--- config.mk ---
export PLATFORM = sky130hd
export DESIGN_NAME = axi_burst_wr_mst
export DESIGN_NICKNAME = d
export VERILOG_FILES = /design/src/rtl/axi_pkg.sv /design/src/rtl/burst_splitter.sv /design/src/rtl/axi_burst_wr_mst.sv
export SDC_FILE = /design/constraint.sdc
export NUM_CORES = 1
export LEC_CHECK = 0
export CAP_MARGIN = 20
export CELL_PAD_IN_SITES_DETAIL_PLACEMENT = 0
export CELL_PAD_IN_SITES_GLOBAL_PLACEMENT = 1
export CORE_MARGIN = 3
export CORE_UTILIZATION = 31
export CTS_CLUSTER_SIZE = 25
export DETAILED_ROUTE_END_ITERATION = 16
export PLACE_DENSITY_LB_ADDON = 0.1
export SETUP_SLACK_MARGIN = 0.5
export SLEW_MARGIN = 40
export SYNTH_ARGS = -nofsm -noshare
export SYNTH_HDL_FRONTEND = slang
export SYNTH_SLANG_ARGS = --single-unit
--- constraint.sdc ---
create_clock -name clk_i -period 4.1 [get_ports clk_i]
set_clock_uncertainty 0.15 [all_clocks]
set_input_delay 0.41 -clock clk_i [delete_from_list [all_inputs] [get_ports clk_i]]
set_output_delay 0.41 -clock clk_i [all_outputs]
set_load 0.005 [all_outputs]
--- src/rtl/axi_pkg.sv ---
// Shared AXI definitions: burst types, response codes, size helper and
// the write-master FSM state encoding.
package axi_pkg;

  localparam logic [1:0] BURST_FIXED = 2'b00;
  localparam logic [1:0] BURST_INCR  = 2'b01;
  localparam logic [1:0] BURST_WRAP  = 2'b10;

  localparam logic [1:0] RESP_OKAY   = 2'b00;
  localparam logic [1:0] RESP_EXOKAY = 2'b01;
  localparam logic [1:0] RESP_SLVERR = 2'b10;
  localparam logic [1:0] RESP_DECERR = 2'b11;

  typedef enum logic [1:0] {
    IDLE = 2'd0,
    ADDR = 2'd1,
    DATA = 2'd2,
    RESP = 2'd3
  } wr_state_e;

  // AxSIZE encoding for a bus of the given width in bits.
  function automatic logic [2:0] size_from_width(input int unsigned width);
    return 3'($clog2(width / 8));
  endfunction

endpackage

--- src/rtl/burst_splitter.sv ---
// Combinational burst arithmetic: next burst length from the remaining beat
// count, address after the current burst, and per-beat remaining decrement.
module burst_splitter
  import axi_pkg::*;
#(
  parameter int unsigned AXI_DW_g  = 64,
  parameter int unsigned AXI_AW_g  = 32,
  parameter int unsigned MAX_LEN_g = 16
) (
  input  logic [AXI_AW_g-1:0] addr_i,
  input  logic [15:0]         rem_i,
  input  logic [7:0]          cur_len_i,
  output logic [7:0]          len_o,
  output logic [AXI_AW_g-1:0] next_addr_o,
  output logic [15:0]         rem_dec_o
);

  localparam logic [2:0]  Size   = size_from_width(AXI_DW_g);
  localparam logic [15:0] MaxLen = 16'(MAX_LEN_g);

  logic [15:0] beats;

  always_comb begin
    beats       = (rem_i > MaxLen) ? MaxLen : rem_i;
    // With MAX_LEN_g = 256 the 256-1 result still fits in the 8-bit field.
    len_o       = 8'(beats - 16'd1);
    next_addr_o = addr_i + ((AXI_AW_g'(cur_len_i) + AXI_AW_g'(1)) << Size);
    rem_dec_o   = rem_i - 16'd1;
  end

endmodule

--- src/rtl/axi_burst_wr_mst.sv ---
// AXI4 write-burst master: splits a (start address, beat count) command into
// INCR bursts of at most MAX_LEN_g beats, one burst outstanding at a time.
module axi_burst_wr_mst
  import axi_pkg::*;
#(
  parameter int unsigned AXI_DW_g  = 64,
  parameter int unsigned AXI_AW_g  = 32,
  parameter int unsigned MAX_LEN_g = 16
) (
  input  logic                clk_i,
  input  logic                rst_n_i,
  input  logic                cmd_valid_i,
  output logic                cmd_ready_o,
  input  logic [AXI_AW_g-1:0] cmd_addr_i,
  input  logic [15:0]         cmd_beats_i,
  input  logic                s_valid_i,
  output logic                s_ready_o,
  input  logic [AXI_DW_g-1:0] s_data_i,
  output logic                m_axi_awvalid_o,
  input  logic                m_axi_awready_i,
  output logic [AXI_AW_g-1:0] m_axi_awaddr_o,
  output logic [7:0]          m_axi_awlen_o,
  output logic [2:0]          m_axi_awsize_o,
  output logic [1:0]          m_axi_awburst_o,
  output logic [2:0]          m_axi_awprot_o,
  output logic [3:0]          m_axi_awcache_o,
  output logic                m_axi_wvalid_o,
  input  logic                m_axi_wready_i,
  output logic [AXI_DW_g-1:0] m_axi_wdata_o,
  output logic [3:0]          m_axi_wstrb_o,
  output logic                m_axi_wlast_o,
  input  logic                m_axi_bvalid_i,
  output logic                m_axi_bready_o,
  input  logic [1:0]          m_axi_bresp_i,
  output logic                done_o,
  output logic                err_o
);

  wr_state_e           state_q, state_d;
  logic [AXI_AW_g-1:0] addr_q, addr_d;
  logic [15:0]         rem_q, rem_d;
  logic [7:0]          len_q, len_d;
  logic [7:0]          cnt_q, cnt_d;
  logic                done_q, done_d;
  logic                err_q, err_d;

  logic [15:0]         split_rem;
  logic [7:0]          split_len;
  logic [AXI_AW_g-1:0] split_addr;
  logic [15:0]         split_rem_dec;
  logic                in_data;
  logic                w_hs;

  // In IDLE the first burst is sized straight from the incoming command.
  assign split_rem = (state_q == IDLE) ? cmd_beats_i : rem_q;

  burst_splitter #(
    .AXI_DW_g  (AXI_DW_g),
    .AXI_AW_g  (AXI_AW_g),
    .MAX_LEN_g (MAX_LEN_g)
  ) u_burst_splitter (
    .addr_i      (addr_q),
    .rem_i       (split_rem),
    .cur_len_i   (len_q),
    .len_o       (split_len),
    .next_addr_o (split_addr),
    .rem_dec_o   (split_rem_dec)
  );

  assign in_data = (state_q == DATA);
  assign w_hs    = in_data && s_valid_i && m_axi_wready_i;

  always_comb begin
    state_d = state_q;
    addr_d  = addr_q;
    rem_d   = rem_q;
    len_d   = len_q;
    cnt_d   = cnt_q;
    err_d   = err_q;
    done_d  = 1'b0;
    unique case (state_q)
      IDLE: begin
        if (cmd_valid_i) begin
          addr_d = cmd_addr_i;
          rem_d  = cmd_beats_i;
          len_d  = split_len;
          err_d  = 1'b0;
          if (cmd_beats_i == 16'd0) begin
            done_d = 1'b1;
          end else begin
            state_d = ADDR;
          end
        end
      end
      ADDR: begin
        if (m_axi_awready_i) begin
          state_d = DATA;
          cnt_d   = 8'd0;
        end
      end
      DATA: begin
        if (w_hs) begin
          cnt_d = cnt_q + 8'd1;
          rem_d = split_rem_dec;
          if (cnt_q == len_q) begin
            state_d = RESP;
          end
        end
      end
      RESP: begin
        if (m_axi_bvalid_i) begin
          if (m_axi_bresp_i != RESP_OKAY) begin
            err_d = 1'b1;
          end
          addr_d = split_addr;
          if (rem_q == 16'd0) begin
            state_d = IDLE;
            done_d  = 1'b1;
          end else begin
            state_d = ADDR;
            len_d   = split_len;
          end
        end
      end
      default: state_d = IDLE;
    endcase
  end

  always_ff @(posedge clk_i or negedge rst_n_i) begin
    if (!rst_n_i) begin
      state_q <= IDLE;
      addr_q  <= '0;
      rem_q   <= '0;
      len_q   <= '0;
      cnt_q   <= '0;
      done_q  <= 1'b0;
      err_q   <= 1'b0;
    end else begin
      state_q <= state_d;
      addr_q  <= addr_d;
      rem_q   <= rem_d;
      len_q   <= len_d;
      cnt_q   <= cnt_d;
      done_q  <= done_d;
      err_q   <= err_d;
    end
  end

  assign cmd_ready_o     = (state_q == IDLE);
  assign m_axi_awvalid_o = (state_q == ADDR);
  assign m_axi_awaddr_o  = addr_q;
  assign m_axi_awlen_o   = len_q;
  assign m_axi_awsize_o  = size_from_width(AXI_DW_g);
  assign m_axi_awburst_o = BURST_INCR;
  assign m_axi_awprot_o  = 3'b000;
  assign m_axi_awcache_o = 4'b0000;

  // Stream and W channel are coupled only while a burst is in its data phase.
  assign m_axi_wvalid_o  = in_data && s_valid_i;
  assign s_ready_o       = in_data && m_axi_wready_i;
  assign m_axi_wdata_o   = in_data ? s_data_i : '0;
  assign m_axi_wstrb_o   = 4'hF;
  assign m_axi_wlast_o   = in_data && (cnt_q == len_q);
  assign m_axi_bready_o  = (state_q == RESP);

  assign done_o = done_q;
  assign err_o  = err_q;

endmodule
==> run metrics <==
floorplan die width=144 um; number of endpoints failing setup at the final stage=0; kind of capture point of the worst setup path=flop; Synth cell types=60; setup repair after global routing missed its margin=false; commonest non-fill, non-tap cells in the layout=sky130_fd_sc_hd__clkdlybuf4s50_1, sky130_fd_sc_hd__a21oi_1, sky130_fd_sc_hd__nor2_1, sky130_fd_sc_hd__nand2_1, sky130_fd_sc_hd__and2_1; summed instance area of the synthesized netlist=5900 um2; cell-by-cell listing of the critical path=inv_1 > ha_2 > or4b_4 > or3_4 > a211oi_2 > and2b_1 > nand2b_1 > ha_1 > mux2_2 > o21ai_2; PortBufs=between 200 and 250; prevailing post-synth register cell=sky130_fd_sc_hd__dfrtp_1; transition time at the pin with the least slew margin=0.798 ns; launching element type of the critical path=flop; reported max-cap violation count=0; maximum frequency from static timing analysis=302 MHz; Placement Rows=49; post-route standard cell area excluding fillers=about 8700 um2; number of buffers created by CTS=9; Worst IR Drop VDD=0.389 mV; total clock sinks=68; vias after detailed routing=slightly above 6k; synthesized area per cell=7.63 um2; final hold vios=0; worst hold path class=flop to flop; die area=20,700 um2; H-Tree Level Count=3; most common cell after layout, fill and taps aside=sky130_fd_sc_hd__clkdlybuf4s50_1; DR vias/cell=5.05; leakage power=~3.5 nW; instance count of the mapped netlist=774; minimum clock period=3.32 ns; run status=complete, no violations; final antenna-violating net count=0; Critical Path Max Stage Delay=0.54 ns; nets=1,121; first-pass GRT wire length=32,400 um; Die Span Y=144 um; share of flip-flops with an asynchronous set or reset=100%; post-place setup slack=0.674 ns; min setup slack post-route=0.785 ns; final critical-path share of the clock period=between 80% and 90%; Filler Cell Count=1,833; clock-pin slew on the worst setup and hold paths=0.06 ns; number of global-route vias before repair=5,862; count of inserted antenna diode cells=0; detailed placer's ending HPWL=15,200 um; number of antenna violations at the first check in global routing=0; pin count of the biggest net entering global routing=85; iteration-0 DRC count of the detailed router=331; headroom to the max-slew limit=46.4%; Slew Limit Fails=0; layout-stage area growth over the synthesis result=47.0%; Power Density=692 nW/um2; Layout Utilization=between 40 and 50%; Synth Warn #=0; busiest layer in global routing=met2; DRC violation count after routing=0; FF/Latch Area=1700 um2; global routing met1 resource utilization=27.2%; total area of multi-input combinational cells=3910 um2; GRT Residual Overflow=0; fraction of met3 tracks used by global routing=4.13%; type of the worst setup path=flop to flop; routing usage on met2=32.0%; count of flip-flops with a built-in enable after synthesis=0; effective utilization at floorplan=32.2%; layout cells sized above 1=5.28%; sequential cell area fraction in the yosys report=between 20% and 30%; maximum count of clock buffers along a single path=2; clock latency reported for the late side of the worst-skew pair=0.34 ns; wire length per cell after detailed routing=17.0 um; total wire length after detailed routing=roughly 21,000 um; router iterations before antenna repair=4; final estimated routing congestion in global placement=0.836; total cell area at the placement stage=between 8000 and 9000 um2; Slowest-stage cell, CP=sky130_fd_sc_hd__or4b_4; total global-route track usage=19.7%; area of the core=between 15,000 and 20,000 um2; Total Neg Setup Slack=0 ns; master cell of the clock root buffer=sky130_fd_sc_hd__clkbuf_16; critical path data required time=4.22 ns; maximum fanout along the worst path=10; TritonCTS clock tree=built; Arrival @ worst endpoint=approximately 3.4 ns; post-synthesis sequential element count=between 60 and 70; top-level I/O count=249
[repair_timing]
action	in CTS	in global routing
setup endpoints to repair	0	2
endpoints found under the hold margin	17	0
resized for setup	0	1
buffers inserted	0	0
hold buffers	1	0
[cell type report]
class                           instances  area share (%)
Multi-Input combinational cell        643            45.0
Timing Repair Buffer                  244            28.0
Sequential cell                        68            19.6
Tap cell                              229            3.30
Clock buffer                           12            2.96
Inverter                               14           0.606
Clock inverter                          4           0.548
[Yosys cell counts, drive strengths merged (2+ instances only)]
master / number / area, um2
a211o: 2 / 17.5
a211oi: 6 / 55.1
a21boi: 3 / 22.5
a21o: 8 / 60.1
a21oi: 99 / 495
a2bb2oi: 2 / 17.5
a31oi: 3 / 18.8
and2: 69 / 432
and3: 6 / 37.5
and4: 2 / 17.5
buf: 27 / 179
clkbuf: 36 / 136
clkinv: 2 / 7.51
conb: 2 / 7.51
dfrtp: 68 / 1700
ha: 19 / 238
inv: 12 / 45.0
mux2: 8 / 90.1
mux2i: 35 / 350
nand2: 74 / 278
nand2b: 3 / 18.8
nand3: 22 / 110
nand4: 17 / 106
nor2: 87 / 327
nor2b: 4 / 25.0
nor3: 13 / 65.1
nor3b: 2 / 15.0
nor4: 5 / 31.3
o21a: 3 / 22.5
o21ai: 34 / 174
o22a: 8 / 70.1
o22ai: 36 / 225
o31ai: 4 / 30.0
or2: 3 / 18.8
or3: 7 / 48.8
or4: 2 / 18.8
xnor2: 16 / 140
xor2: 12 / 105
[sequential cells by signal, indices dropped and copies added, names as in the netlist]
name            count
m_axi_awlen_o       8
rem_q              16
err_o               1
state_q             2
cnt_q               8
done_o              1
m_axi_awaddr_o     32
[logic make-up after synthesis]
kind of cell	count (synthesis)	share of synthesized area [%]
simple gates	320	26.9
compound gates	216	21.9
buf+inv	77	6.23
flops	68	28.8
mux	43	7.46
xor+xnor	28	4.16
fa+ha+maj	20	4.37
other cells	2	0.127
[stage by stage]
| stage | total power, mW | hold WS [ns] | instances |
|---|---|---|---|
| after floorplan | 3.69 | -0.0356 | 788 |
| after global placement | 5.22 | 0.270 | 1197 |
| after detailed placement | 5.21 | 0.273 | 1197 |
| after CTS | 6.06 | 0.338 | 1214 |
| after global routing | 6.62 | 0.372 | 1214 |
| final | 6.00 | 0.331 | 1214 |
[path summary, 6_finish.rpt]
path,slack (ns),start,cells after the start,endpoint
worst max-delay path,0.78,state_q[0]$_DFFE_PN0P_,10,m_axi_awlen_o[4]$_DFFE_PN0P_
worst min-delay path,0.33,m_axi_awaddr_o[1]$_DFFE_PN0P_,2,m_axi_awaddr_o[1]$_DFFE_PN0P_
worst max register to register,0.78,state_q[0]$_DFFE_PN0P_,10,m_axi_awlen_o[4]$_DFFE_PN0P_
worst min register to register,0.33,m_axi_awaddr_o[1]$_DFFE_PN0P_,2,m_axi_awaddr_o[1]$_DFFE_PN0P_
max in group asynchronous,2.55,rst_n_i,3,m_axi_awlen_o[4]$_DFFE_PN0P_
min in group asynchronous,0.44,rst_n_i,2,m_axi_awaddr_o[21]$_DFFE_PN0P_
[critical path, delay by kind of cell, from the launching register on]
kind,cells,cell delay (ns)
AOI/OAI and AO/OA,2,0.37
adders and majority gates,2,0.61
buffers and inverters,1,0.15
DFF,1,0.42
muxes,1,0.28
and+or+nand+nor,4,1.26
[power breakdown]
part / switching, mW / internal, mW
logic: 1.98 / 1.84
registers: 0.411 / 0.972
clock network: 0.302 / 0.502
[layer usage]
metal  up-vias  wire, um
met4         0       234
met5         -         0
met1      2832      9780
li1       3133         -
met3        18       903
met2       144      9680
No activity file was read; power rests on OpenSTA's default activity.
